**src/rtl/pc_unit.sv**
```systemverilog
// Program counter with hold/inc/jump/relative-branch and an optional call/return stack.
// Define PC_STACK_EN to build the return stack; otherwise CALL acts as JMP and RET as HOLD.
module pc_unit #(
  parameter int unsigned      WIDTH     = 8,
  parameter int unsigned      DEPTH     = 4,
  parameter logic [WIDTH-1:0] RESET_VEC = '0
) (
  input  logic                     clk,
  input  logic                     rst,
  input  logic                     en,
  input  logic [2:0]               op,
  input  logic [WIDTH-1:0]         din,
  output logic [WIDTH-1:0]         pc,
  output logic [$clog2(DEPTH):0]   depth,
  output logic                     full,
  output logic                     empty,
  output logic                     err
);

  localparam int unsigned PtrW = $clog2(DEPTH);

  typedef enum logic [2:0] {
    OpHold = 3'b000,
    OpInc  = 3'b001,
    OpJmp  = 3'b010,
    OpBra  = 3'b011,
    OpCall = 3'b100,
    OpRet  = 3'b101,
    OpRsv6 = 3'b110,
    OpRsv7 = 3'b111
  } op_e;

  localparam logic [WIDTH-1:0] PcOne = WIDTH'(1);

  op_e              op_sel;
  logic [WIDTH-1:0] pc_q, pc_d;
  logic [WIDTH-1:0] pc_inc;
  logic [WIDTH-1:0] pc_bra;

  assign op_sel = op_e'(op);
  assign pc_inc = pc_q + PcOne;
  // Plain modular add implements a signed offset in two's complement.
  assign pc_bra = pc_q + din;

  always_ff @(posedge clk or posedge rst) begin
    if (rst) begin
      pc_q <= RESET_VEC;
    end else begin
      pc_q <= pc_d;
    end
  end

  assign pc = pc_q;

`ifdef PC_STACK_EN

  localparam logic [PtrW:0] DepthOne = (PtrW + 1)'(1);
  localparam logic [PtrW:0] DepthMax = (PtrW + 1)'(DEPTH);

  logic [WIDTH-1:0] stack_q [DEPTH];
  logic [PtrW:0]    depth_q, depth_d;
  logic             err_q, err_d;
  logic             push;
  logic [PtrW-1:0]  push_idx;
  logic [PtrW-1:0]  top_idx;
  logic             full_w;
  logic             empty_w;

  assign full_w   = (depth_q == DepthMax);
  assign empty_w  = (depth_q == '0);
  assign push_idx = depth_q[PtrW-1:0];
  assign top_idx  = PtrW'(depth_q - DepthOne);

  always_comb begin
    pc_d    = pc_q;
    depth_d = depth_q;
    err_d   = err_q;
    push    = 1'b0;
    if (en) begin
      case (op_sel)
        OpInc: pc_d = pc_inc;
        OpJmp: pc_d = din;
        OpBra: pc_d = pc_bra;
        OpCall: begin
          if (full_w) begin
            err_d = 1'b1;
          end else begin
            push    = 1'b1;
            pc_d    = din;
            depth_d = depth_q + DepthOne;
          end
        end
        OpRet: begin
          if (empty_w) begin
            err_d = 1'b1;
          end else begin
            pc_d    = stack_q[top_idx];
            depth_d = depth_q - DepthOne;
          end
        end
        default: ;
      endcase
    end
  end

  always_ff @(posedge clk or posedge rst) begin
    if (rst) begin
      depth_q <= '0;
      err_q   <= 1'b0;
    end else begin
      depth_q <= depth_d;
      err_q   <= err_d;
    end
  end

  // Entries are don't-care after reset, so the storage carries no reset.
  always_ff @(posedge clk) begin
    if (push) begin
      stack_q[push_idx] <= pc_inc;
    end
  end

  assign depth = depth_q;
  assign full  = full_w;
  assign empty = empty_w;
  assign err   = err_q;

`else

  always_comb begin
    pc_d = pc_q;
    if (en) begin
      case (op_sel)
        OpInc:         pc_d = pc_inc;
        OpJmp, OpCall: pc_d = din;
        OpBra:         pc_d = pc_bra;
        default: ;
      endcase
    end
  end

  assign depth = '0;
  assign full  = 1'b0;
  assign empty = 1'b1;
  assign err   = 1'b0;

`endif

endmodule

```
**config.mk**
```make
export PLATFORM = sky130hd
export DESIGN_NAME = pc_unit
export DESIGN_NICKNAME = d
export VERILOG_FILES = /design/src/rtl/pc_unit.sv
export SDC_FILE = /design/constraint.sdc
export NUM_CORES = 1
export LEC_CHECK = 0
export BUFFER_PORTS_ARGS = -buffer_cell sky130_fd_sc_hd__buf_2
export CAP_MARGIN = 25
export CORE_MARGIN = 10
export CORE_UTILIZATION = 54
export CTS_CLUSTER_DIAMETER = 30
export DETAILED_ROUTE_END_ITERATION = 10
export PLACE_DENSITY = 0.9
export RECOVER_POWER = 50
export SYNTH_ARGS = -nofsm -noshare
export SYNTH_HDL_FRONTEND = slang
export SYNTH_SLANG_ARGS = --single-unit
```
**constraint.sdc**
```tcl
create_clock -name clk -period 4 [get_ports clk]
set_input_delay 0.2 -clock clk [delete_from_list [all_inputs] [get_ports clk]]
set_output_delay 0.2 -clock clk [all_outputs]
set_load 0.02 [all_outputs]
```
==> results by group, run 1 <==
Timing
  • Final min period: roughly 2.4 ns
  • Sum of negative setup slack: 0 ns
  • Slew HR: 0.4297
  • Final period util: 0.6011
  • Final Max Slew Viols: 0
  • RSZ-0062 raised after global routing: no
  • Fmax: just over 400 MHz
  • Least-Margin Pin Slew: ~0.84 ns
  • Final Setup Violations: 0
  • Clock skew: between 0.004 and 0.005 ns
  • Final count of hold timing violations: 0

Floorplanning
  • Die Span Y: ~60 µm
  • Initial core utilization: 0.5805
  • Die X: between 60 and 70 µm
  • Site row count: 14
  • Num ports: 28
  • Core box area: 1524 µm²
  • Die area: 3657 µm²

Clock tree
  • Post-CTS Resized: 0
  • Sink Count: 8
  • Number of H-tree levels: 1
  • CTS Root Cell: clkbuf_4
  • Clock buffer depth: 2
  • Worst-path clk slew: about 0.060 ns
  • CTS buffer count: 3
  • CTS Hold Bufs: 1
  • Skew-Pair Late Insertion Delay: about 0.27 ns
  • CTS tree: yes
  • Setup bufs post-CTS: 0

Logic synthesis
  • Synth area leaders: dfrtp_1 23%, ha_1 9.9%, buf_4 5.9%, and2_1 4.2%, a21oi_1 3.4%
  • EDFF count, synth: 0
  • Synth cell count leaders: 8 x dfrtp_1, 8 x nand2_1, 8 x nor2_1
  • Most used DFF post-synth: dfrtp_1
  • Yosys reg bits: 8
  • Sequential share of the synthesized area: 0.2263
  • Mapped Area: around 880 µm²
  • Synth top area share: 0.2263
  • Mapped Cells: ~110
  • Post-synth top area cell: dfrtp_1
  • Async SR Flop Fraction: 1.000
  • Distinct cells, synth: 41
  • Avg Inst Size Synth: between 8 and 9 µm²
  • Synth warn: 0

Power
  • Sw power: between 0.00015 and 0.0002 W
  • Pleak: approximately 0.47 nW
  • Peak supply drop: about 0.34 mV
  • Clock power share: 0.155
  • Pwr dens: approximately 430 nW/µm²
  • Int Power: 0.0002315 W
  • Comb power frac: 0.549
  • Total power: roughly 0.00043 W
  • Seq pwr share: 0.296
  • Switching portion of total power: 0.4579

Placement
  • Post-DP Area: ~970 µm²
  • Global placer's final weighted congestion: approximately 0.88
  • Half-perimeter wire length after placement: 1763 µm
  • Port Buffers: 21

Final layout
  • Largest register FFs: 8
  • Fin nets: about 150
  • Syn-to-layout area delta: 12.45%
  • Final core utilization: 0.6527
  • Design area: between 900 and 1000 µm²
  • Layout cells sized above 1: 0.2154
  • Antenna diodes: 0

Worst setup path
  • CP peak stage delay: 0.46 ns
  • CP max-delay cell: or4b_1
  • Worst R2R Start: pc[0]
  • CP max FO: 9
  • Critical path origin: op[0]
  • Critical path class: input port to register
  • WP data arrival: ~2.6 ns
  • Critical Path RT: about 4.2 ns
  • Startpoint Class: input port
  • Critical Path End Type: register
  • Worst-path cell chain: buf_2 -> and3b_1 -> or2b_1 -> ha_1 -> inv_1 -> fa_1 -> nor2b_4 -> o31a_1 -> o21a_1 -> or4b_1 -> nand3_1

GRT
  • First-pass GRT wire length: 3622 µm
  • Largest net degree at the start of global routing: 17
  • Grt ovf: 0
  • Antenna violations before repair: 0
  • All-Layer GR Usage: 0.1241
  • Vias in the first global route: approximately 820

Route
  • DR pass1 iterations: 4
  • Drt total wl: around 2200 µm
  • Routed WL per cell: between 15 and 20 µm
  • Drt initial violations: 23
  • Via count: 848
  • Final ANT Viol Nets: 0
  • Vias/cell: 5.808
  • DRC: 0

Flow run
  • Max-cap violations: 0

Status
  • Status: completed

Worst hold path
  • HP Class: input port to register
  • Worst Hold Launch: din[5]
## through the flow
| step | instances | hold WS (ns) | setup slack (ns) |
|---|---|---|---|
| 6_report | 146 | 0.1744 | 1.596 |
| 5_1_grt | 146 | 0.1898 | 1.488 |
| 4_1_cts | 146 | 0.1818 | 1.620 |
| 3_5_place_dp | 142 | 0.1727 | 1.355 |
| 3_3_place_gp | 142 | 0.1698 | 1.466 |
| 2_1_floorplan | 113 | 0.01566 | 1.723 |
## cell type report
type / instances / area (µm²)
Tap cell: 16 / 20.02
Timing Repair Buffer: 22 / 110.1
Sequential cell: 8 / 200.2
Inverter: 5 / 18.77
Clock buffer: 3 / 22.52
Fill cell: 138 / 529.3
Multi-Input combinational cell: 92 / 623.1
## worst paths after layout
| kind | slack, ns | cells past startpoint | to |
|---|---|---|---|
| setup / recovery | 1.60 | 11 | pc[6] |
| hold / removal | 0.17 | 3 | pc[5] |
| setup reg to reg | 1.89 | 8 | pc[6] |
| hold reg to reg | 0.52 | 2 | pc[3] |
| max in group asynchronous | 3.33 | 3 | pc[4] |
| min in group asynchronous | 0.42 | 3 | pc[6] |
## cells in the final DEF, fill, tap and decap left out, types with 2 or more instances in the layout
cell      Yosys  routed
nor3_1        6       6
nor2b_1       2       2
nand3_1       3       3
clkbuf_4      0       3
conb_1        2       6
a211oi_1      3       3
o21a_1        2       2
dfrtp_1       8       8
a22oi_1       2       2
mux2i_1       2       2
inv_1         5       5
o21ai_1       6       6
clkbuf_1      0       4
nor2_1        8       8
buf_2         1      17
ha_1          7       7
a21oi_1       6       6
nand2_1       8       8
and2_1        6       6
o21ai_0       3       3
## kinds of logic (layout without fill, tap and decap cells)
group	Yosys count	in the layout	share of synthesized area
compound gates	28	28	0.2065
xor+xnor	1	1	0.009903
fa+ha+maj	8	8	0.1216
buf+inv	13	30	0.08628
flops	8	8	0.2263
mux	4	4	0.05092
other cells	2	6	0.008490
simple gates	45	45	0.2900
## power groups by stage
| stage | clock, W | sequential, W | combinational (W) |
|---|---|---|---|
| final | 0.0000662 | 0.000127 | 0.000234 |
| after global placement | 0 | 0.000125 | 0.000225 |
| after floorplan | 0 | 0.000155 | 0.000145 |
| after detailed placement | 0 | 0.000127 | 0.000234 |
| after global routing | 0.0000708 | 0.000131 | 0.000258 |
| after CTS | 0.0000662 | 0.000126 | 0.000237 |
## worst max-delay path: cells and delay by family
family          cells  cell delay, ns
simple gates        5            1.25
buf+inv             2            0.24
compound gates      2            0.47
fa+ha+maj           2            0.45
## layer usage
metal / up-vias / global-route usage / share of wire
li1: 423 / - / -
met1: 382 / 0.1504 / 0.42
met2: 35 / 0.2059 / 0.49
met3: 8 / 0.04175 / 0.078
met4: 0 / 0.03135 / 0.017
met5: - / 0 / 0
No activity file was read; power rests on OpenSTA's default activity.
==> run 2: changes to the inputs <==
Settings changed: CORE_UTILIZATION 54 to 45, PLACE_DENSITY 0.9 to 0.81.
Clock period 4 ns to 1.98 ns, I/O delays scaled along.
==> results by group, run 2 (same netlist as run 1, synthesis figures left out) <==
Route
  • WL met3: 180 µm (+4.0%)
  • Routed WL per cell: 14.40 µm (-5.2%)
  • DRC: 0 (unchanged)
  • Vias/cell: 5.450 (-6.2%)
  • Drt total wl: 2433 µm (+9.7%)
  • Via count: 921 (+8.6%)
  • Top sig layer: met4
  • DR WL met2: 1250 µm (+16%)
  • Met1 WL: 949 µm (+2.7%)
  • DR pass1 iterations: 4 (unchanged)
  • Drt initial violations: 19 (-17%)
  • Final ANT Viol Nets: 0 (unchanged)

Floorplanning
  • Die area: 4139 µm² (+13%)
  • Initial core utilization: 0.4910 (-0.08949)
  • Die Span Y: 64.34 µm (+6.4%)
  • Site row count: 15 (+1)
  • Die X: 64.34 µm (+6.4%)
  • Core box area: 1802 µm² (+18%)
  • Num ports: 28 (unchanged)

Power
  • Peak supply drop: 0.6357 mV (+86%)
  • Pwr dens: 829.2 nW/µm² (+93%)
  • Pleak: 0.5434 nW (+15%)

Timing
  • RSZ-0062 raised after global routing: yes
  • Final count of hold timing violations: 0 (unchanged)
  • Clock skew: 0.003138 ns (-0.0009833 ns)
  • Slew HR: 0.6220 (+0.1923)
  • Final min period: roughly 2.0 ns
  • Final period util: 0.9862
  • Final Max Slew Viols: 0 (unchanged)
  • Final setup margin: 0.02724 ns (-1.568 ns)
  • Final Setup Violations: 0 (unchanged)
  • Fmax: slightly above 500 MHz
  • Least-Margin Pin Slew: 0.5561 ns (-0.2828 ns)

Worst hold path
  • HP Class: input port to register

GRT
  • Largest net degree at the start of global routing: 11 (-6)
  • First-pass GRT wire length: 4036 µm (+11%)
  • Antenna violations before repair: 0 (unchanged)
  • Grt ovf: 0 (unchanged)
  • Vias in the first global route: 904 (+9.8%)
  • All-Layer GR Usage: 0.1152 (-0.008861)

Clock tree
  • CTS buffer count: 3 (unchanged)
  • Sink Count: 8 (unchanged)
  • CTS tree: yes
  • CTS Root Cell: clkbuf_4
  • Clock buffer depth: 2 (unchanged)
  • Worst-path clk slew: 0.06 ns (about the same)
  • Number of H-tree levels: 1 (unchanged)
  • Skew-Pair Late Insertion Delay: 0.26 ns (about the same)

Worst setup path
  • WP data arrival: 2.14 ns (-0.46 ns)
  • Critical Path RT: 2.17 ns (-2.03 ns)
  • Critical path class: register to register
  • CP max-delay cell: or4b_1
  • Startpoint Class: register
  • Reg2reg setup slack: 0.03 ns (-1.86 ns)
  • CP bufs+invs: 1 (-1)
  • Critical Path End Type: register
  • CP max FO: 3 (-6)
  • Worst-path cell chain: ha_2 -> inv_2 -> fa_2 -> nor2b_4 -> o31a_1 -> o21a_1 -> or4b_1 -> nand3_1
  • CP peak stage delay: 0.46 ns (about the same)
  • Cell family contributing the most delay on the critical path: simple AND/OR/NAND/NOR gates

Final layout
  • Syn-to-layout area delta: 28.85%
  • Most frequent cells in the layout: 18 x buf_2, 14 x buf_4, 8 x nand2_1, 8 x nor2_1, 8 x dfrtp_1
  • Final core utilization: 0.6326 (-0.02007)
  • Antenna diodes: 0 (unchanged)
  • Fillers: 163 (+18%)
  • Commonest non-fill, non-tap cell in the layout: buf_2
  • Largest register FFs: 8 (unchanged)
  • Fin nets: 168 (+9.1%)
  • Layout cells sized above 1: 0.3403 (+0.1249)

Status
  • Status: completed

Placement
  • Global placer's final weighted congestion: 0.8396 (-5.0%)
  • Half-perimeter wire length after placement: 1966 µm (+11%)
  • Port Buffers: 21 (unchanged)
  • Place WS: -0.2412 ns (-1.596 ns)

Flow run
  • Max-cap violations: 0 (unchanged)
## run 2: cell types whose count changed in the layout (fill, tap and decap cells not counted), sizes merged
| cell | before | now |
|---|---|---|
| clkbuf | 7 | 6 |
| buf | 17 | 32 |
## run 2: metal layers
layer | vias up | track usage
met1 | 428 | 0.1250
met3 | 10 | 0.04704
met5 | - | 0
met4 | 0 | 0.02406
li1 | 448 | -
met2 | 35 | 0.2044
## run 2: path summary, 6_finish.rpt
check / startpoint / endpoint / cells after the start
min: din[5] / pc[5] / 3
max in group asynchronous: rst / pc[6] / 3
min reg2reg: pc[3] / pc[3] / 2
min in group asynchronous: rst / pc[2] / 3
max reg2reg: pc[0] / pc[6] / 8
max: pc[0] / pc[6] / 8
## run 2: final cells by class
type,count,area (µm²),share of cell area
Multi-Input combinational cell,92,650.6,0.5708
Inverter,5,18.77,0.01647
Timing Repair Buffer,36,216.5,0.1899
Clock buffer,3,22.52,0.01976
Tap cell,25,31.28,0.02744
Sequential cell,8,200.2,0.1756
## run 2: stage by stage
step	setup TNS (ns)	area, µm²	std cells	hold WS, ns	total power [W]
after floorplan	-0.1474	908.4	113	-0.08534	0.0006141
after global placement	-0.3758	1089	165	0.07326	0.0007776
after global routing	-0.03646	1140	169	0.1085	0.001022
after detailed placement	-0.4702	1089	165	0.07530	0.0007986
after CTS	0	1121	169	0.07215	0.0009363
final	0	1140	169	0.07593	0.0009451
## run 2: tightest hold or removal path: stages
cell and delay, ns:
buf_2 0.08, a22oi_1 0.05, nand2_1 0.06
## run 2: power breakdown
part	switching (W)	total (W)	internal, W
Combinational	0.000308	0.000557	0.000249
Sequential	0.0000453	0.000258	0.000213
Clock	0.0000602	0.000130	0.0000697
Total	0.000414	0.000945	0.000531
## run 2: what timing repair did
item | CTS | global route
setup endpoints to repair | 0 | 3
hold buffers | 1 | 0
endpoints found under the hold margin | 8 | 0
gates resized for setup | 0 | 4
buffers inserted | 0 | 0
